`src/rtl/nw_job_arbiter.sv`:
```
// nw_job_arbiter
// Round-robin front end that shares a single needwun alignment engine
// (10x10 characters) between NREQ requesters. One job is in flight at a
// time: the granted job's sequences are latched and presented to the engine,
// the engine is started with a one-cycle pulse, and its done pulse is awaited
// under a cycle timeout. The result (or a timeout error) is returned on a
// shared response channel tagged with the requester index.
module nw_job_arbiter #(
    parameter int NREQ    = 2,
    parameter int TIMEOUT = 1023,
    parameter int IDW     = 3
) (
    input  logic                 clk,
    input  logic                 rstn,
    input  logic [NREQ-1:0]      req_valid,
    output logic [NREQ-1:0]      req_ready,
    input  logic [NREQ*80-1:0]   req_seqa,
    input  logic [NREQ*80-1:0]   req_seqb,
    output logic                 eng_start,
    output logic [79:0]          eng_seqa,
    output logic [79:0]          eng_seqb,
    input  logic                 eng_done,
    input  logic [159:0]         eng_aliga,
    input  logic [159:0]         eng_aligb,
    output logic                 rsp_valid,
    input  logic                 rsp_ready,
    output logic [IDW-1:0]       rsp_id,
    output logic                 rsp_err,
    output logic [159:0]         rsp_aliga,
    output logic [159:0]         rsp_aligb,
    output logic                 busy,
    output logic [15:0]          job_count,
    output logic [15:0]          err_count
);

    localparam int SEQ_W  = 80;
    localparam int ALIG_W = 160;
    // Timer only has to reach TIMEOUT-1
    localparam int TW     = (TIMEOUT > 1) ? $clog2(TIMEOUT) : 1;

    typedef enum logic [1:0] {
        IDLE   = 2'd0,
        LAUNCH = 2'd1,
        WAIT   = 2'd2,
        RESP   = 2'd3
    } state_t;

    state_t              state_q;
    state_t              state_nx;
    logic [IDW-1:0]      rr_last;
    logic [NREQ-1:0]     pick;
    logic [IDW-1:0]      pick_idx;
    logic [SEQ_W-1:0]    sel_seqa;
    logic [SEQ_W-1:0]    sel_seqb;
    logic                grant;
    logic [TW-1:0]       tmr;
    logic                timeout_hit;

    // Round-robin pick: the valid requester closest after 'last' (cyclically)
    // wins. Distance 0 is last+1, distance NREQ-1 is last itself.
    function automatic logic [NREQ-1:0] rr_pick(input logic [NREQ-1:0] v,
                                                input logic [IDW-1:0]  last);
        logic [NREQ-1:0] g;
        int              best;
        int              d;
        g    = '0;
        best = NREQ;
        for (int j = 0; j < NREQ; j++) begin
            d = (j + NREQ - 1 - int'(last)) % NREQ;
            if (v[j] && (d < best)) begin
                best = d;
                g    = '0;
                g[j] = 1'b1;
            end
        end
        return g;
    endfunction

    // Arbitration among current requests
    always_comb begin
        pick = rr_pick(req_valid, rr_last);
    end

    // Index and sequences of the requester currently being granted
    always_comb begin
        pick_idx = '0;
        sel_seqa = '0;
        sel_seqb = '0;
        for (int j = 0; j < NREQ; j++) begin
            if (req_ready[j]) begin
                pick_idx = IDW'(j);
                sel_seqa = req_seqa[j*SEQ_W +: SEQ_W];
                sel_seqb = req_seqb[j*SEQ_W +: SEQ_W];
            end
        end
    end

    assign timeout_hit = (tmr == TW'(TIMEOUT - 1));

    // Next-state and state-decoded outputs; a grant is only offered in IDLE
    // and never while reset is asserted
    always_comb begin
        state_nx  = state_q;
        req_ready = '0;
        grant     = 1'b0;
        eng_start = 1'b0;
        rsp_valid = 1'b0;
        busy      = (state_q != IDLE);
        case (state_q)
            IDLE: begin
                if (rstn) begin
                    req_ready = pick;
                    grant     = |pick;
                end
                if (grant) begin
                    state_nx = LAUNCH;
                end
            end
            LAUNCH: begin
                eng_start = 1'b1;
                state_nx  = WAIT;
            end
            WAIT: begin
                if (eng_done || timeout_hit) begin
                    state_nx = RESP;
                end
            end
            RESP: begin
                rsp_valid = 1'b1;
                if (rsp_ready) begin
                    state_nx = IDLE;
                end
            end
            default: begin
                state_nx = IDLE;
            end
        endcase
    end

    // State register
    always_ff @(posedge clk or negedge rstn) begin
        if (!rstn) begin
            state_q <= IDLE;
        end else begin
            state_q <= state_nx;
        end
    end

    // Latch the granted job; engine inputs stay stable until the next grant
    always_ff @(posedge clk or negedge rstn) begin
        if (!rstn) begin
            rr_last  <= IDW'(NREQ - 1);
            rsp_id   <= '0;
            eng_seqa <= '0;
            eng_seqb <= '0;
        end else if (grant) begin
            rr_last  <= pick_idx;
            rsp_id   <= pick_idx;
            eng_seqa <= sel_seqa;
            eng_seqb <= sel_seqb;
        end
    end

    // Cycles elapsed since the start pulse
    always_ff @(posedge clk or negedge rstn) begin
        if (!rstn) begin
            tmr <= '0;
        end else if (state_q == LAUNCH) begin
            tmr <= '0;
        end else if (state_q == WAIT) begin
            tmr <= tmr + 1'b1;
        end
    end

    // Capture the engine result or flag a timeout; done wins a tie.
    // Done pulses outside WAIT are ignored entirely.
    always_ff @(posedge clk or negedge rstn) begin
        if (!rstn) begin
            rsp_err   <= 1'b0;
            rsp_aliga <= '0;
            rsp_aligb <= '0;
            job_count <= '0;
            err_count <= '0;
        end else if (state_q == WAIT) begin
            if (eng_done) begin
                rsp_err   <= 1'b0;
                rsp_aliga <= eng_aliga;
                rsp_aligb <= eng_aligb;
                job_count <= job_count + 16'd1;
            end else if (timeout_hit) begin
                rsp_err   <= 1'b1;
                rsp_aliga <= {ALIG_W{1'b0}};
                rsp_aligb <= {ALIG_W{1'b0}};
                err_count <= err_count + 16'd1;
            end
        end
    end

endmodule

```
`config.mk`:
```
export PLATFORM = sky130hd
export DESIGN_NAME = nw_job_arbiter
export DESIGN_NICKNAME = d
export VERILOG_FILES = /design/src/rtl/nw_job_arbiter.sv
export SDC_FILE = /design/constraint.sdc
export NUM_CORES = 1
export LEC_CHECK = 0
export BUFFER_PORTS_ARGS = -buffer_cell sky130_fd_sc_hd__buf_2
export CORE_AREA = 3 3 458 460
export DETAILED_ROUTE_END_ITERATION = 8
export DIE_AREA = 0 0 461 463
export GPL_ROUTABILITY_DRIVEN = 0
export MAX_ROUTING_LAYER = met4
export PLACE_DENSITY = 0.3
export SETUP_SLACK_MARGIN = 0.3
export SKIP_CTS_REPAIR_TIMING = 1
export SLEW_MARGIN = 20
export SYNTH_ARGS = -nofsm -noshare
export SYNTH_HDL_FRONTEND = slang
export SYNTH_SLANG_ARGS = --single-unit
export TNS_END_PERCENT = 30
```
`constraint.sdc`:
```
create_clock -name clk -period 1.8 [get_ports clk]
set_input_delay 0.36 -clock clk [delete_from_list [all_inputs] [get_ports clk]]
set_output_delay 0.36 -clock clk [all_outputs]
set_load 0.1 [all_outputs]
```
==> results summary <==
Adding up every negative setup slack in the final design gives -69.42 ns. The final layout contains routed wiring with a total length of 151700 µm. The signal on the critical path passes through inv_2 -> ha_4 -> nand3_4 -> a21oi_4 -> buf_12 -> buf_8 -> buf_12. The total routed wire length on the met1 layer is 58080 µm. For this design the static power due to leakage is 0.02165 µW.

STA classifies the critical path endpoint as an output pin. The minimum clock period came out at 2.313 ns. TritonCTS built the clock tree. The total CTS buffers is 72. The tree is rooted in a sky130_fd_sc_hd__clkbuf_16.

In this run the power spent charging and discharging nets is 59560 µW. The flow ran to the end, but the final reports show violations. The endpoint required time on the critical path came out at 1.44 ns.

Setup repair after global routing could not meet its margin everywhere. In this design, the largest share of critical-path delay is due to buffers and inverters. The post-route cell area came out at 44410 µm².

The number of antenna violations at the first check in global routing came out at between 70 and 80. The I/O pin count is 1167. The final routed wire length divided by cell count is 24.22 µm.

The max-cap violation count is 0. The detailed placement HPWL is 113800 µm. The floorplan has 167 rows. The total routing usage reported by global routing is 0.1270. The synthesis-to-layout area growth came out at 123.4%. The total standard cell area after synthesis came out at 19880 µm². The slowest stage of the critical path is the sky130_fd_sc_hd__dfrtp_1 cell. CTS built an H-tree with a depth of 3.

The actual transition at the worst max-transition pin is between 0.5 and 0.6 ns. In this run the mean area of a mapped cell was 13.68 µm². The total buffers and inverters traversed by the critical path is 4. The met3 routed wirelength is 16120 µm. The number of optimization iterations in the first detailed-route pass came out at 8. The maximum frequency from static timing analysis came out at 432.4 MHz.

The global-route wire length before repair came out at 178300 µm. The violation count after the first detailed-routing iteration came out at 1864. Using the TritonRoute via totals, the vias-per-cell ratio works out to 3.502. The combinational cell fraction of total power is 0.649. The standard cell core area came out at 206400 µm². The tightest slew margin relative to the limit came out at 0.6135. The clock-pin slew on the worst setup and hold paths came out at approximately 0.05 ns. The power per cell area came out at 2334 nW/µm². The count of synthesis-stage warnings from yosys came out at 0. Entering global routing, the biggest net connects 90 pins. Of the synthesized area, sequential elements account for 0.6635. The starting density of the core is 0.09629.

The uppermost layer routed is met4. The worst setup path is of the register to output pin kind. The count of state elements after synthesis is 527. The part of the power in registers came out at 0.210. The smallest setup slack after layout came out at -0.5128 ns. Summed over all layers, the global routing overflow is 0. The final reports fail on negative setup slack. Summing internal, switching and leakage power gives 103600 µW. The via count of the first global-routing pass came out at just under 20k. The filler cell count came out at 22.29k. VDD sags by at most approximately 1700 µV. The source-to-sink clock delay at the later pin of the worst-skew pair came out at approximately 0.7 ns.

Setup violations remaining at the end of the flow were counted as 691. The wire length on met2 is 71990 µm. The internal power of the cells totals 44070 µW. The classification of the worst-slack hold path is input pin to register. The worst setup path is launched from a register. In this design, the critical path's most frequently occurring cell is sky130_fd_sc_hd__buf_12. In this run, distinct cell masters in the synthesized netlist total 42. The post-route DRC violation count is 0.

The share of the cycle needed by the critical path after routing came out at 1.285. The die extent in y came out at 463 µm. The maximum count of clock buffers along a single path is 3. The net count of the finished layout is between 4k and 5k. The max-slew violation count was 0. The number of vias after detailed routing came out at between 20k and 25k.

The cell count after synthesis is 1453. The switching share of total power is 0.5747. The highest cell delay on the worst timing path is 0.39 ns. The count of buffers inserted at the top-level ports is 1164.

Clock skew on the completed layout was measured at 0.03135 ns. The die boundary width came out at 461 µm. The count of clock tree sinks is 527. The final core utilization is 0.2151. The number of hold violations in the final report came out at 0. The data arrival time of the worst path came out at 1.95 ns. The overall die area is 213400 µm². The maximum fanout along the worst path came out at 5.

The number of nets still failing antenna checks after routing is 0. Summing all placed instances gives a cell area of between 30000 and 40000 µm². The clock share of power is 0.141.

The fraction of final layout cells with drive strength greater than 1 is 0.4715.
-- cell families (layout without fill, tap and decap cells) --
kind of cell,Yosys count,after routing,synth area share
flip-flops,527,527,0.6635
AO/OA/AOI/OAI,504,504,0.2295
buffers and inverters,304,2375,0.06156
AND/OR/NAND/NOR,70,70,0.02228
XOR/XNOR,33,33,0.01454
adder cells (fa/ha/maj),9,9,0.005665
multiplexers,5,5,0.002769
other,1,35,0.0001887
-- flip-flops by register name, indices dropped and copies added (netlist names) --
name,count
rr_last,1
rsp_aliga,160
tmr,10
state_q,2
err_count,16
job_count,16
rsp_err,1
rsp_id,1
eng_seqa,80
eng_seqb,80
rsp_aligb,160
-- worst reg2reg max path, stage by stage, from the launching register on --
cell                        delay [ns]
sky130_fd_sc_hd__dfrtp_1          0.39
sky130_fd_sc_hd__buf_6            0.12
sky130_fd_sc_hd__buf_6            0.12
sky130_fd_sc_hd__buf_6            0.11
sky130_fd_sc_hd__ha_4             0.18
sky130_fd_sc_hd__and2_4           0.20
sky130_fd_sc_hd__buf_12           0.16
sky130_fd_sc_hd__clkbuf_16        0.22
sky130_fd_sc_hd__buf_16           0.18
sky130_fd_sc_hd__a22o_1           0.24
-- power groups by stage --
stage               logic [µW]  registers [µW]  clock network [µW]
floorplan                 8160           55900                   0
global placement         57600           20800                   0
detailed placement       57500           20700                   0
CTS                      57600           20600               15300
global route             69500           22300               15700
finish                   67200           21700               14600
-- routing by layer --
metal | global-route usage | vias up
li1 | - | 9669
met1 | 0.1320 | 10734
met2 | 0.1974 | 1279
met3 | 0.06796 | 245
met4 | 0.05758 | 0
met5 | - | -
-- cell usage in the layout, fill, tap and decap left out, drive strengths merged, types with 2 or more instances in the layout --
cell type and count:
buf 1404, dlygate4sd3 637, dfrtp 526, a22o 321
inv 176, a222oi 160, clkbuf 144, diode 33
xnor2 30, nand3 18, clkinv 11, nand2 10
nand4 9, and4 9, ha 9, a21oi 8
nor2 5, and3 5, o22ai 4, mux2 4
and2 4, xor2 3, nor2b 3, o21ai 3
nor3 3, a21o 2, conb 2, bufinv 2
nor4 2
-- worst paths after layout --
kind	startpoint	to	slack (ns)	cells past startpoint
worst max-delay path	state_q[0]	req_ready[0]	-0.51	7
worst min-delay path	req_seqb[96]	eng_seqb[16]	0.04	3
worst max register to register	state_q[1]	rsp_aliga[28]	-0.25	9
worst min register to register	err_count[9]	err_count[9]	0.47	1
max in group asynchronous	rstn	eng_seqb[29]	0.25	5
min in group asynchronous	rstn	eng_seqb[15]	0.38	3
-- final cells by class --
class	instances	area, µm²	area share
multi-input combinational	623	5658	0.1274
clock inverter	17	265.3	0.005973
sequential	527	13310	0.2998
inverter	173	651.9	0.01468
tap	2704	3383	0.07619
clock buffer	108	2117	0.04767
antenna	33	82.58	0.001860
timing repair buffer	2077	18930	0.4264
-- synth_stat cells --
master,instances,area [µm²]
sky130_fd_sc_hd__a21o_1,2,15.01
sky130_fd_sc_hd__a21oi_1,8,40.04
sky130_fd_sc_hd__a222oi_1,160,1602
sky130_fd_sc_hd__a22o_1,321,2811
sky130_fd_sc_hd__a31oi_1,1,6.260
sky130_fd_sc_hd__a41oi_1,1,8.760
sky130_fd_sc_hd__and2_1,4,25.02
sky130_fd_sc_hd__and3_1,5,31.28
sky130_fd_sc_hd__and4_1,9,78.83
sky130_fd_sc_hd__buf_1,15,56.30
sky130_fd_sc_hd__buf_2,51,255.2
sky130_fd_sc_hd__buf_4,5,37.54
sky130_fd_sc_hd__clkbuf_1,60,225.2
sky130_fd_sc_hd__conb_1,1,3.750
sky130_fd_sc_hd__dfrtp_1,526,13160
sky130_fd_sc_hd__dfstp_2,1,26.28
sky130_fd_sc_hd__ha_1,9,112.6
sky130_fd_sc_hd__inv_1,173,649.4
sky130_fd_sc_hd__mux2_2,4,45.04
sky130_fd_sc_hd__mux2i_1,1,10.01
sky130_fd_sc_hd__nand2_1,10,37.54
sky130_fd_sc_hd__nand3_1,17,85.08
sky130_fd_sc_hd__nand3_4,1,17.52
sky130_fd_sc_hd__nand4_1,8,50.05
sky130_fd_sc_hd__nand4_2,1,12.51
sky130_fd_sc_hd__nor2_1,5,18.77
sky130_fd_sc_hd__nor2b_1,3,18.77
sky130_fd_sc_hd__nor3_1,2,10.01
sky130_fd_sc_hd__nor3_4,1,16.27
sky130_fd_sc_hd__nor3b_1,1,7.510
sky130_fd_sc_hd__nor4_1,1,6.260
sky130_fd_sc_hd__nor4_4,1,21.27
sky130_fd_sc_hd__o211ai_1,1,7.510
sky130_fd_sc_hd__o21ai_0,2,10.01
sky130_fd_sc_hd__o21ai_2,1,8.760
sky130_fd_sc_hd__o22ai_1,4,25.02
sky130_fd_sc_hd__o31a_1,1,8.760
sky130_fd_sc_hd__o32a_1,1,10.01
sky130_fd_sc_hd__o32ai_1,1,8.760
sky130_fd_sc_hd__or3_1,1,6.260
sky130_fd_sc_hd__xnor2_1,30,262.8
sky130_fd_sc_hd__xor2_1,3,26.28
-- through the flow --
| stage | worst slack (ns) | hold WS [ns] | std cells |
|---|---|---|---|
| floorplan | 0.07406 | 0.06441 | 1454 |
| global placement | -0.02153 | 0.3136 | 5309 |
| detailed placement | -0.05886 | 0.3180 | 5309 |
| CTS | -0.8184 | -0.5116 | 5434 |
| global route | -0.6166 | 0.03287 | 6257 |
| finish | -0.5128 | 0.04325 | 6262 |
(Power assumes the default switching activity.)
